File: src/rtl/instr_fetch.sv
// Instruction fetch stage: owns the PC, drives the instruction memory address
// and registers the returned word into the IF/ID register. A two-state FSM
// parks the stage in HALT after a bad fetch address until a redirect arrives.
module instr_fetch #(
    parameter int          MEM_WORDS = 14,
    parameter logic [31:0] RESET_PC  = 32'h0000_0000
) (
    input  logic        clk_i,
    input  logic        rst_i,
    output logic [31:0] pc_addr_o,
    input  logic [31:0] instr_i,
    input  logic        stall_i,
    input  logic        redirect_i,
    input  logic [31:0] redirect_pc_i,
    input  logic        flush_i,
    output logic [31:0] instr_o,
    output logic [31:0] pc_o,
    output logic [31:0] pc_plus4_o,
    output logic        valid_o,
    output logic        halted_o,
    output logic        addr_err_o,
    output logic [31:0] fetch_cnt_o
);

    // First byte address past the end of the attached memory.
    localparam logic [31:0] PC_LIMIT = 32'(4 * MEM_WORDS);

    typedef enum logic {
        RUN  = 1'b0,
        HALT = 1'b1
    } state_t;

    state_t      state;
    logic [31:0] pc_q;
    logic        in_range;

    // The memory address is the PC itself, so the fetched word lines up with pc_q.
    assign pc_addr_o = pc_q;
    assign in_range  = (pc_q < PC_LIMIT) && (pc_q[1:0] == 2'b00);
    assign halted_o  = (state == HALT);

    // PC, FSM and IF/ID register with redirect > flush > stall > advance priority.
    always_ff @(posedge clk_i or posedge rst_i) begin
        if (rst_i) begin
            pc_q        <= RESET_PC;
            state       <= RUN;
            instr_o     <= 32'h0;
            pc_o        <= 32'h0;
            pc_plus4_o  <= 32'h0;
            valid_o     <= 1'b0;
            addr_err_o  <= 1'b0;
            fetch_cnt_o <= 32'h0;
        end else if (redirect_i) begin
            // Low target bits are dropped; a misaligned target is flagged, not trapped.
            pc_q    <= {redirect_pc_i[31:2], 2'b00};
            valid_o <= 1'b0;
            state   <= RUN;
            if (redirect_pc_i[1:0] != 2'b00) begin
                addr_err_o <= 1'b1;
            end
        end else if (flush_i) begin
            valid_o <= 1'b0;
        end else if (stall_i) begin
            valid_o <= valid_o;
        end else begin
            case (state)
                RUN: begin
                    if (in_range) begin
                        instr_o     <= instr_i;
                        pc_o        <= pc_q;
                        pc_plus4_o  <= pc_q + 32'd4;
                        valid_o     <= 1'b1;
                        pc_q        <= pc_q + 32'd4;
                        fetch_cnt_o <= fetch_cnt_o + 32'd1;
                    end else begin
                        state      <= HALT;
                        addr_err_o <= 1'b1;
                        valid_o    <= 1'b0;
                        instr_o    <= 32'h0;
                    end
                end
                HALT: begin
                    valid_o <= 1'b0;
                end
                default: begin
                    state <= HALT;
                end
            endcase
        end
    end

endmodule

File: config.mk
export PLATFORM = sky130hd
export DESIGN_NAME = instr_fetch
export DESIGN_NICKNAME = d
export VERILOG_FILES = /design/src/rtl/instr_fetch.sv
export SDC_FILE = /design/constraint.sdc
export NUM_CORES = 1
export LEC_CHECK = 0
export BUFFER_PORTS_ARGS = -buffer_cell sky130_fd_sc_hd__buf_2
export CAP_MARGIN = 20
export CORE_ASPECT_RATIO = 1.5
export CORE_MARGIN = 2
export CORE_UTILIZATION = 44
export CTS_CLUSTER_SIZE = 24
export DETAILED_ROUTE_END_ITERATION = 6
export PLACE_DENSITY_LB_ADDON = 0.2
export SLEW_MARGIN = 0
export SYNTH_ARGS = -nofsm -noshare
export SYNTH_HDL_FRONTEND = slang
export SYNTH_SLANG_ARGS = --single-unit
File: constraint.sdc
create_clock -name clk_i -period 5.8 [get_ports clk_i]
set_input_delay 1.45 -clock clk_i [delete_from_list [all_inputs] [get_ports clk_i]]
set_output_delay 1.45 -clock clk_i [all_outputs]
set_load 0.01 [all_outputs]
Word-level counts from Yosys, hierarchy flattened. Cells that the tools add are included.

Add/subtract/negate cells: 2. Order comparisons: 1. Equality and inequality tests: 6. Mux-type cells: 22. Bitwise logic cells: 4. Reduce and logical (&&, ||, !) cells: 9.

Operator list (count): 32-bit 2-to-1 mux (6); 32-bit by 1-bit adder with 32-bit output (second input constant) (1); 32-bit by 3-bit adder with 32-bit output (second input constant) (1); 32-bit by 6-bit < comparator with 1-bit output (second input constant) (1); 1-bit 2-to-1 mux (15); 5-bit AND reduction (2); 4-bit AND reduction (2); 2-bit != test (second input constant) (3); 2-bit by 1-bit != test with 1-bit output (second input constant) (2); 1-bit inverter (4); 2-bit nonzero test (2); 3-bit by 1-bit != test with 1-bit output (second input constant) (1); 2-bit logical NOT (1); 1-bit case mux with 2 select lines (1); 2-bit AND reduction (1); 1-bit logical AND (1).

Register bits after elaboration: 163. Input port bits: 69. Output and inout bits: 163. Word-level logic and storage cells: 52.

Depth between registers and ports, before layout. Gate-level depths: netlist of run 1.

Depth after elaboration: 7. Depth in mapped cells: 8. Mapped depth without buffers: 6.

Least setup slack after synthesis of run 1. Ideal clock, no wire load.

Kind: input -> register. From: input flush_i. To: register fetch_cnt_o[1]. Library setup time: 0.125 ns. Arrival: 3.061 ns. Required time: 5.675 ns. Path slack: 2.615 ns. Cell stages on the path: 7. Buffers on the path: 3. Cell sequence: or3_1 > clkbuf_1 > or2_1 > buf_6 > nor3_4 > buf_6 > mux2_2.

Cells in the longest elaborated chain, start to end: 2.

RTL lines: start, declared (RTL line 15) `input logic flush_i,`; 1-bit inverter (no line); 5-bit AND reduction (no line); end signal, assigned (RTL line 74) `fetch_cnt_o <= fetch_cnt_o + 32'd1;`; end, declared (RTL line 22) `output logic [31:0] fetch_cnt_o`.

Every way passes these cells. A chain may end at the register's enable or synchronous reset.

Worst setup path in the final report of run 1.
From: input flush_i. To: register fetch_cnt_o[16].

Same word-level chain as after synthesis.

==> results of run 1 <==
==> sequential cells by signal, indices dropped and copies added, names as in the netlist <==
register     count
fetch_cnt_o     32
instr_o         32
pc_addr_o       30
pc_o            30
pc_plus4_o      30
addr_err_o       1
halted_o         1
valid_o          1
==> cells in the mapped netlist, types with 3 or more instances <==
| cell | number |
|---|---|
| sky130_fd_sc_hd__dfrtp_1 | 157 |
| sky130_fd_sc_hd__buf_4 | 6 |
| sky130_fd_sc_hd__nor2b_1 | 52 |
| sky130_fd_sc_hd__nor3_1 | 4 |
| sky130_fd_sc_hd__buf_6 | 3 |
| sky130_fd_sc_hd__buf_2 | 3 |
| sky130_fd_sc_hd__xor2_1 | 6 |
| sky130_fd_sc_hd__nor4_1 | 8 |
| sky130_fd_sc_hd__buf_1 | 3 |
| sky130_fd_sc_hd__and2_1 | 5 |
| sky130_fd_sc_hd__clkbuf_1 | 18 |
| sky130_fd_sc_hd__nor2_1 | 13 |
| sky130_fd_sc_hd__xnor2_1 | 30 |
| sky130_fd_sc_hd__o21ai_0 | 36 |
| sky130_fd_sc_hd__nand4_1 | 19 |
| sky130_fd_sc_hd__mux2_2 | 31 |
| sky130_fd_sc_hd__a21oi_1 | 7 |
| sky130_fd_sc_hd__and3_1 | 7 |
| sky130_fd_sc_hd__nand3_1 | 11 |
| sky130_fd_sc_hd__nand2_1 | 77 |
==> per-layer routing <==
layer,part of all wire,track usage,vias to the layer above
li1,-,-,2160
met1,0.40,0.239,2254
met2,0.52,0.335,165
met3,0.055,0.0484,23
met4,0.024,0.0897,0
met5,0,0,-
==> power breakdown <==
part	total, mW	switching [mW]	internal (mW)
combinational	0.132	0.0735	0.0580
sequential	1.14	0.0220	1.12
clock	1.13	0.478	0.652
==> final timing paths <==
| kind | to | depth (start not counted) |
|---|---|---|
| setup reg to reg | fetch_cnt_o[16]$_DFFE_PP0P_ | 7 |
| hold / removal | instr_o[4]$_DFFE_PP0P_ | 2 |
| max in group asynchronous | pc_plus4_o[3]$_DFFE_PP0P_ | 3 |
| min in group asynchronous | pc_plus4_o[30]$_DFFE_PP0P_ | 2 |
| hold reg to reg | instr_o[4]$_DFFE_PP0P_ | 2 |
| setup / recovery | fetch_cnt_o[16]$_DFFE_PP0P_ | 8 |
==> worst max-delay path, stage by stage <==
cell                     delay [ns]
sky130_fd_sc_hd__buf_2         0.13
sky130_fd_sc_hd__or3_1         0.44
sky130_fd_sc_hd__or2_1         0.24
sky130_fd_sc_hd__buf_4         0.25
sky130_fd_sc_hd__nor3_4        0.19
sky130_fd_sc_hd__buf_4         0.64
sky130_fd_sc_hd__and4_1        0.33
sky130_fd_sc_hd__xor2_1        0.15
==> metrics by stage <==
step	total power, mW	util	instance area, µm²	hold WS, ns	cells
after floorplan	1.23	-	6150	0.508	521
after global placement	1.29	0.543	7350	0.458	879
after detailed placement	1.29	0.543	7350	0.468	879
after CTS	2.43	0.588	7950	0.484	911
after global routing	2.50	0.588	7950	0.500	911
final	2.40	0.588	7950	0.478	911
==> final cells by class <==
type / instances / share of cell area
Inverter: 2 / 0.00157
Clock buffer: 18 / 0.0540
Tap cell: 162 / 0.0255
Multi-Input combinational cell: 329 / 0.258
Clock inverter: 14 / 0.0222
Timing Repair Buffer: 229 / 0.145
Sequential cell: 157 / 0.494
==> cell families (layout without fill, tap and decap cells) <==
| kind of cell | Yosys count | count (layout) | share of synthesized area |
|---|---|---|---|
| adders and majority gates | 2 | 2 | 0.00408 |
| DFF | 157 | 157 | 0.641 |
| muxes | 31 | 31 | 0.0569 |
| xor gates and xnor gates | 36 | 36 | 0.0514 |
| buffers and inverters | 35 | 263 | 0.0294 |
| other | 1 | 6 | 0.000612 |
| and+or+nand+nor | 207 | 207 | 0.176 |
| AOI/OAI and AO/OA | 47 | 47 | 0.0406 |
==> impl_metrics.ini, run 1 <==
[power]
static_power_due_to_leakage_nw = 4.24
power-per-cell-area_nw_per_um2 = 302
power.ir.vdd_worst_v = 0.000204

[synthesis]
synth.cell_area_um2 = 6130
postSynth.topFlopCell = sky130_fd_sc_hd__dfrtp_1
netlist_instances = 516
total_number_of_yosys_warnings = 0
synthDominantAreaCellType = sky130_fd_sc_hd__dfrtp_1
post-synth-top-area-fraction = 0.641
synth_area_leaders = sky130_fd_sc_hd__dfrtp_1 64%, sky130_fd_sc_hd__mux2_2 5.7%, sky130_fd_sc_hd__nor2b_1 5.3%
yosys.cell_types.count = 33
postSynthAreaPerCell_um2 = 11.9
synth-edff-count = 0
synth-async-reset-ratio = 1.00
synth.yosys.seq_area_share = 0.641
yosys_register_bits = 157

[sta]
worst_slew_margin = 0.369
worst_pin_slew_ns = 0.946
achievable-frequency_ghz = 0.280
timing.setup.tns_ns = 0
final_period_minus_worst_setup_slack_ns = 3.57
timing_hold_violations_final = 0
timing.final.max_slew_violations = 0
clock_skew_ns = 0.00988
rsz0062_at_grt = false
timing.final.ws_setup_ns = 2.23
final_min_period_over_clock_period = 0.616
timing.final.setup_violations = 0

[route]
dr_total_vias = 4602
route.final.wire_length_um = 14400
drt_iter0_markers = 136
drt_first_pass_iters = 4
ant_nets = 0
avgViaCountPerCell = 5.05
routedWlPerCell_um = 15.8
remaining_design_rule_violation_count = 0

[finish]
antenna-diode-count = 0
final_layout_size_suffix_gt1_frac = 0.397
net_total_in_the_final_layout = 807
area_growth_pct = 29.8
layout_common_cells = 225 x sky130_fd_sc_hd__buf_2, 157 x sky130_fd_sc_hd__dfrtp_1, 77 x sky130_fd_sc_hd__nand2_1
seq_area_um2 = 3930
final.fill_count = 1197
multi_input_comb_area_um2 = 2050
mostFrequentLayoutCell = sky130_fd_sc_hd__buf_2

[setup_path]
cp_data_required_time_ns = 6.14
worst_r2r_startpoint = halted_o$_DFFE_PP0P_
end_kind = flip-flop
reg2reg_setup_slack_ns = 2.92
worst_ep_arrival_time_ns = 3.91
start_kind = input port
cp-startpoint = flush_i
worstPathMaxFanout = 82
timing_worst_setup_path_type = input port to flip-flop

[global_routing]
grt_overflow = 0
grt_pass1_wl_um = 23300
via_count_of_the_first_global_routing_pass = 4593
grt_max_degree = 109
globalRouteTotalUtil = 0.199
grt_antenna_before_repair = 0

[run_status]
result_of_the_run = finished, final reports clean

[floorplanning]
io_pins = 232
initial_utilization = 0.453
design.core.area_um2 = 13500
dieWidth_um = 100
total_number_of_placement_rows = 52
die_area_um2 = 14900
dieHeight_um = 149

[cts]
cts.root.buffer_cell = sky130_fd_sc_hd__clkbuf_16
total_of_cells_resized_after_clock_tree_synthesis = 0
clock_sink_count = 157
clock_latency_ns = 0.42
cts_buffer_depth = 2
post_cts_hold_buffer_count = 0
cts_tree = built
htree_num_levels = 4
reg_clk_slew_reported_paths_ns = 0.07
cts_buffer_count = 17
cts_setup_buffers = 0

[place]
dp_slack_ns = 1.81
dpl.hpwl_um = 10100
place.gp.congestion = 0.844
portbufs = 225

[min_path]
hold_path_class = flip-flop to flip-flop
min_from = instr_o[4]$_DFFE_PP0P_

[flow_run]
maxCapViolCount = 0
No activity file was read; power rests on OpenSTA's default activity.
==> run 2: changes to the inputs <==
--- a/config.mk
+++ b/config.mk
@@ -9,7 +9,7 @@
 export CAP_MARGIN = 20
 export CORE_ASPECT_RATIO = 1.5
 export CORE_MARGIN = 2
-export CORE_UTILIZATION = 44
+export CORE_UTILIZATION = 47
 export CTS_CLUSTER_SIZE = 24
 export DETAILED_ROUTE_END_ITERATION = 6
 export PLACE_DENSITY_LB_ADDON = 0.2
==> constraint.sdc (replaced) <==
create_clock -name clk_i -period 3.5 [get_ports clk_i]
set_input_delay 0.875 -clock clk_i [delete_from_list [all_inputs] [get_ports clk_i]]
set_output_delay 0.875 -clock clk_i [all_outputs]
set_load 0.01 [all_outputs]
==> run 2 against run 1 <==
Clock power is 50% higher. Highest routed layer unchanged. Final cell count is 0.22% higher. Sequential cell count is the same. Critical path type is now flip-flop to flip-flop. Routed wire length decreased by 0.56%. Utilization is 2.9 points higher. Clock skew down 0.0025 ns. Clock-buffer cell count increased by 1.
==> impl_metrics.ini, run 2 (same netlist as run 1, synthesis figures left out) <==
[run_status]
result_of_the_run = finished, final reports clean

[setup_path]
critPathCapture = fetch_cnt_o[17]$_DFFE_PP0P_
r2r_end = fetch_cnt_o[17]$_DFFE_PP0P_
end_kind = flip-flop
reg2reg_setup_slack_ns = 1.02
start_kind = flip-flop
worst_r2r_startpoint = pc_addr_o[15]$_DFFE_PP0P_
cp_data_required_time_ns = 3.83
timing_worst_setup_path_type = flip-flop to flip-flop
worst_ep_arrival_time_ns = 2.82
cp-startpoint = pc_addr_o[15]$_DFFE_PP0P_
worstPathMaxFanout = 37
worstRegToRegCells = 5

[sta]
timing.setup.tns_ns = 0
final_period_minus_worst_setup_slack_ns = 2.48
achievable-frequency_ghz = 0.402
worst_pin_slew_ns = 0.876
final_min_period_over_clock_period = 0.710
timing.final.setup_violations = 0
worst_slew_margin = 0.414
rsz0062_at_grt = false
timing_hold_violations_final = 0
timing.final.max_slew_violations = 0
clock_skew_ns = 0.00739

[cts]
post_cts_hold_buffer_count = 0
cts_buffer_depth = 2
total_of_cells_resized_after_clock_tree_synthesis = 0
reg_clk_slew_reported_paths_ns = 0.06
cts_tree = built
clock_latency_ns = 0.41
cts_buffer_count = 17
clock_sink_count = 157
cts.root.buffer_cell = sky130_fd_sc_hd__clkbuf_16
htree_num_levels = 4
cts_setup_buffers = 0

[power]
power_switching_mw = 0.922
static_power_due_to_leakage_nw = 4.24
p_clk_frac = 0.446
internal_power_mw = 2.90
power_switching_share = 0.242
power-per-cell-area_nw_per_um2 = 480
power.ir.vdd_worst_v = 0.000302
power.share.sequential = 0.495
power_frac_comb = 0.059

[route]
ant_nets = 0
avgViaCountPerCell = 5.09
dr_total_vias = 4643
drt_first_pass_iters = 6
drt_iter0_markers = 164
remaining_design_rule_violation_count = 0
route.final.wire_length_um = 14300
routedWlPerCell_um = 15.7

[place]
numPlacedInstances = 881
place.gp.congestion = 0.804
portbufs = 225
dpl.hpwl_um = 10200

[min_path]
hold_path_class = flip-flop to flip-flop

[finish]
layout_common_cells = 225 x sky130_fd_sc_hd__buf_2, 157 x sky130_fd_sc_hd__dfrtp_1, 77 x sky130_fd_sc_hd__nand2_1
net_total_in_the_final_layout = 812
reg_top3 = fetch_cnt_o (32), instr_o (32)
mostFrequentLayoutCell = sky130_fd_sc_hd__buf_2
area_growth_pct = 29.8
antenna-diode-count = 0
final_layout_size_suffix_gt1_frac = 0.401
post_layout_nonfiller_instances = 913

[floorplanning]
initial_utilization = 0.476
dieHeight_um = 144
total_number_of_placement_rows = 51
design.core.area_um2 = 12900
die_area_um2 = 14000
dieWidth_um = 97.2
io_pins = 232

[global_routing]
grt_overflow = 0
grt_antenna_before_repair = 0
grt_pass1_wl_um = 23100
grt_max_degree = 57
globalRouteTotalUtil = 0.207
via_count_of_the_first_global_routing_pass = 4519

[flow_run]
maxCapViolCount = 0
[run 2: cell count changes in the layout (fill, tap and decap cells not counted), moves of 2 or more]
cell                         change
sky130_fd_sc_hd__buf_4           +3
sky130_fd_sc_hd__bufinv_16       -2
sky130_fd_sc_hd__buf_12          +2
sky130_fd_sc_hd__clkinvlp_4      +2
sky130_fd_sc_hd__clkinv_2        +2
[run 2: final cells by class]
| cell class | count | area (µm²) |
|---|---|---|
| timing repair buffer | 234 | 1220 |
| fill | 1083 | 4930 |
| sequential | 157 | 3930 |
| clock buffer | 19 | 443 |
| inverter | 2 | 11.3 |
| multi-input combinational | 329 | 2050 |
| clock inverter | 13 | 106 |
| tap | 159 | 199 |
[run 2: worst max-delay path, stage by stage, from the launching register on]
cell and delay (ns):
sky130_fd_sc_hd__dfrtp_1 0.40, sky130_fd_sc_hd__nor4_1 0.37, sky130_fd_sc_hd__nand4_1 0.39, sky130_fd_sc_hd__or2_2 0.66, sky130_fd_sc_hd__nor4_1 0.40, sky130_fd_sc_hd__xor2_1 0.17
[run 2: metal layers]
| layer | track usage | up-vias | wire length [µm] |
|---|---|---|---|
| li1 | - | 2162 | - |
| met1 | 0.252 | 2279 | 5640 |
| met2 | 0.355 | 176 | 7510 |
| met3 | 0.0418 | 26 | 798 |
| met4 | 0.0987 | 0 | 354 |
| met5 | 0 | - | 0 |
[run 2: per-stage QoR]
stage | total power [mW] | utilization | hold slack [ns] | setup slack, ns | area [µm²]
floorplan | 2.04 | - | 0.508 | 0.638 | 6150
global placement | 2.14 | 0.575 | 0.457 | 0.712 | 7410
detailed placement | 2.15 | 0.575 | 0.465 | 0.640 | 7410
CTS | 3.86 | 0.617 | 0.479 | 0.993 | 7960
global route | 3.98 | 0.617 | 0.503 | 0.829 | 7960
finish | 3.82 | 0.617 | 0.473 | 1.02 | 7960
[run 2: worst min path at each step]
stage                                start  cells after the start                          end
2_1_floorplan  fetch_cnt_o[31]$_DFFE_PP0P_                      1  fetch_cnt_o[31]$_DFFE_PP0P_
3_3_place_gp       instr_o[20]$_DFFE_PP0P_                      2      instr_o[20]$_DFFE_PP0P_
3_5_place_dp       instr_o[24]$_DFFE_PP0P_                      2      instr_o[24]$_DFFE_PP0P_
4_1_cts            instr_o[24]$_DFFE_PP0P_                      2      instr_o[24]$_DFFE_PP0P_
5_1_grt        fetch_cnt_o[16]$_DFFE_PP0P_                      1  fetch_cnt_o[16]$_DFFE_PP0P_
6_report           instr_o[24]$_DFFE_PP0P_                      2      instr_o[24]$_DFFE_PP0P_
[run 2: power groups by stage]
stage          Sequential [mW]  Clock (mW)  Combinational, mW
6_report                  1.89        1.70              0.225
2_1_floorplan             1.93           0              0.108
3_5_place_dp              1.92           0              0.228
3_3_place_gp              1.92           0              0.224
5_1_grt                   1.90        1.83              0.250
4_1_cts                   1.89        1.74              0.230
==> run 3: changes to the inputs <==
--- a/config.mk
+++ b/config.mk
@@ -5,6 +5,7 @@
 export SDC_FILE = /design/constraint.sdc
 export NUM_CORES = 1
 export LEC_CHECK = 0
+export ABC_AREA = 1
 export BUFFER_PORTS_ARGS = -buffer_cell sky130_fd_sc_hd__buf_2
 export CAP_MARGIN = 20
 export CORE_ASPECT_RATIO = 1.5
==> constraint.sdc (replaced) <==
create_clock -name clk_i -period 2.55 [get_ports clk_i]
set_input_delay 0.6375 -clock clk_i [delete_from_list [all_inputs] [get_ports clk_i]]
set_output_delay 0.6375 -clock clk_i [all_outputs]
set_load 0.01 [all_outputs]
==> run 3 against run 2 <==
Setup slack lost 0.30 ns. Final cell count increased by 42%. Register-to-register slack got worse by 0.30 ns. Largest power group unchanged.
==> impl_metrics.ini, run 3 <==
[synthesis]
netlist_instances = 864
most_repeated_cell_in_the_gate_level_netlist_after_synthesis = sky130_fd_sc_hd__nand2_1
post-synth-top-area-fraction = 0.565
synth.yosys.seq_area_share = 0.565
synth-edff-count = 0
synth.cell_area_um2 = 6960
yosys.cell_types.count = 26
yosys_register_bits = 157
synth-async-reset-ratio = 1.00
synthDominantAreaCellType = sky130_fd_sc_hd__dfrtp_1
total_number_of_yosys_warnings = 0
postSynthAreaPerCell_um2 = 8.05
synth_area_leaders = sky130_fd_sc_hd__dfrtp_1 56%, sky130_fd_sc_hd__nand2_1 20%, sky130_fd_sc_hd__nor2_1 6.0%
synth_commonest_cells = 371 x sky130_fd_sc_hd__nand2_1, 157 x sky130_fd_sc_hd__dfrtp_1, 112 x sky130_fd_sc_hd__nor2_1
postSynth.topFlopCell = sky130_fd_sc_hd__dfrtp_1

[route]
routedWlPerCell_um = 13.6
dr_total_vias = 6061
drt_iter0_markers = 325
ant_nets = 0
route.final.wire_length_um = 17600
remaining_design_rule_violation_count = 0
avgViaCountPerCell = 4.67
drt_first_pass_iters = 4

[sta]
rsz0062_at_grt = false
hold_ws_ns = 0.117
timing.setup.tns_ns = 0
timing.final.ws_setup_ns = 0.717
timing.final.max_slew_violations = 0
final_min_period_over_clock_period = 0.719
clock_skew_ns = 0.0140
achievable-frequency_ghz = 0.546
timing_hold_violations_final = 0
final_period_minus_worst_setup_slack_ns = 1.83
timing.final.setup_violations = 0

[finish]
layout_common_cells = 371 x sky130_fd_sc_hd__nand2_1, 225 x sky130_fd_sc_hd__buf_2, 157 x sky130_fd_sc_hd__dfrtp_1
mostFrequentLayoutCell = sky130_fd_sc_hd__nand2_1
area_growth_pct = 26.9
final_layout_size_suffix_gt1_frac = 0.254
final.fill_count = 1323
reg_top3 = fetch_cnt_o (32), instr_o (32)
net_total_in_the_final_layout = 1158
post_layout_nonfiller_instances = 1297

[global_routing]
grt_overflow = 0
grt_antenna_before_repair = 1
globalRouteTotalUtil = 0.231
grt_pass1_wl_um = 28500
grt_max_degree = 83
via_count_of_the_first_global_routing_pass = 5819

[power]
static_power_due_to_leakage_nw = 5.02
power-per-cell-area_nw_per_um2 = 631
power_mw = 5.57
power.ir.vdd_worst_v = 0.000365

[setup_path]
cp_data_required_time_ns = 2.86
end_kind = flip-flop
timing_worst_setup_path_type = flip-flop to flip-flop
worstPathMaxFanout = 6
worst_ep_arrival_time_ns = 2.14
start_kind = flip-flop

[place]
portbufs = 225
place.gp.congestion = 0.919
dp_slack_ns = 0.577
numPlacedInstances = 1264
dpl.hpwl_um = 12300

[run_status]
result_of_the_run = finished, final reports clean

[cts]
cts_buffer_count = 17
cts.root.buffer_cell = sky130_fd_sc_hd__clkbuf_16
total_of_cells_resized_after_clock_tree_synthesis = 0
htree_num_levels = 4
cts_tree = built
cts_setup_buffers = 0
clock_sink_count = 157
clock_latency_ns = 0.42
reg_clk_slew_reported_paths_ns = 0.07
post_cts_hold_buffer_count = 0
cts_buffer_depth = 2

[floorplanning]
total_number_of_placement_rows = 54
design.core.area_um2 = 14500
io_pins = 232
die_area_um2 = 15800
initial_utilization = 0.479
dieHeight_um = 153
dieWidth_um = 103

[flow_run]
maxCapViolCount = 0

[min_path]
hold_path_class = input port to asynchronous set/reset pin
run 3: cell count changes after synthesis, moves of 28 or more:
cell                      delta
sky130_fd_sc_hd__nand2_1   +294
sky130_fd_sc_hd__nor2_1     +99
sky130_fd_sc_hd__inv_1      +78
sky130_fd_sc_hd__nor2b_1    -52
sky130_fd_sc_hd__mux2_2     -31
sky130_fd_sc_hd__xnor2_1    -28
run 3: worst paths after layout:
path	start	end	slack (ns)	depth (start not counted)
max in group asynchronous	rst_i	fetch_cnt_o[10]$_DFFE_PP0P_	1.76	3
hold / removal	rst_i	pc_o[15]$_DFFE_PP0P_	0.12	2
setup / recovery	fetch_cnt_o[0]$_DFFE_PP0P_	fetch_cnt_o[26]$_DFFE_PP0P_	0.72	10
hold reg to reg	instr_o[13]$_DFFE_PP0P_	instr_o[13]$_DFFE_PP0P_	0.47	2
setup reg to reg	fetch_cnt_o[0]$_DFFE_PP0P_	fetch_cnt_o[26]$_DFFE_PP0P_	0.72	10
min in group clk_i	instr_i[26]	instr_o[26]$_DFFE_PP0P_	0.41	3
run 3: layout make-up:
class                   count  area, µm²  share of cell area
clock buffers              18        439              0.0498
repair buffers            235       1240               0.140
clock inverters            14        145              0.0164
multi-input cells         594       2510               0.285
inverters                  82        312              0.0353
flip-flops and latches    157       3930               0.445
diodes                      1       2.50            0.000284
well taps                 196        245              0.0278
run 3: per-layer routing:
layer / GRT usage / up-vias / part of all wire
met4: 0.0984 / 0 / 0.028
met5: 0 / - / 0
met2: 0.401 / 169 / 0.53
li1: - / 3032 / -
met3: 0.0521 / 32 / 0.051
met1: 0.267 / 2828 / 0.39
run 3: cells by family after synthesis:
family,Yosys count,synth area share
flops,157,0.565
xor+xnor,17,0.0214
buf+inv,118,0.0770
fa+ha+maj,2,0.00360
compound gates,22,0.0162
simple gates,547,0.316
other cells,1,0.000539
run 3: where the power goes:
part	switching [mW]	internal (mW)	leakage [nW]
logic	0.247	0.162	2.86
clock network	1.11	1.41	0.284
registers	0.0715	2.57	1.88
total	1.43	4.14	5.02
run 3: critical path, stage by stage (launching register included):
cell and delay (ns):
sky130_fd_sc_hd__dfrtp_1 0.45, sky130_fd_sc_hd__ha_1 0.28, sky130_fd_sc_hd__nand3_2 0.15, sky130_fd_sc_hd__inv_1 0.12
sky130_fd_sc_hd__nand2_1 0.15, sky130_fd_sc_hd__nor2_1 0.29, sky130_fd_sc_hd__nand2_1 0.09, sky130_fd_sc_hd__nand2_1 0.06
sky130_fd_sc_hd__nand2_1 0.05, sky130_fd_sc_hd__nand2_1 0.05, sky130_fd_sc_hd__nand2_1 0.05
run 3: per-stage QoR:
stage,util,area (µm²)
CTS,0.607,8820
global placement,0.567,8240
global route,0.608,8830
floorplan,-,6980
detailed placement,0.567,8240
finish,0.608,8830
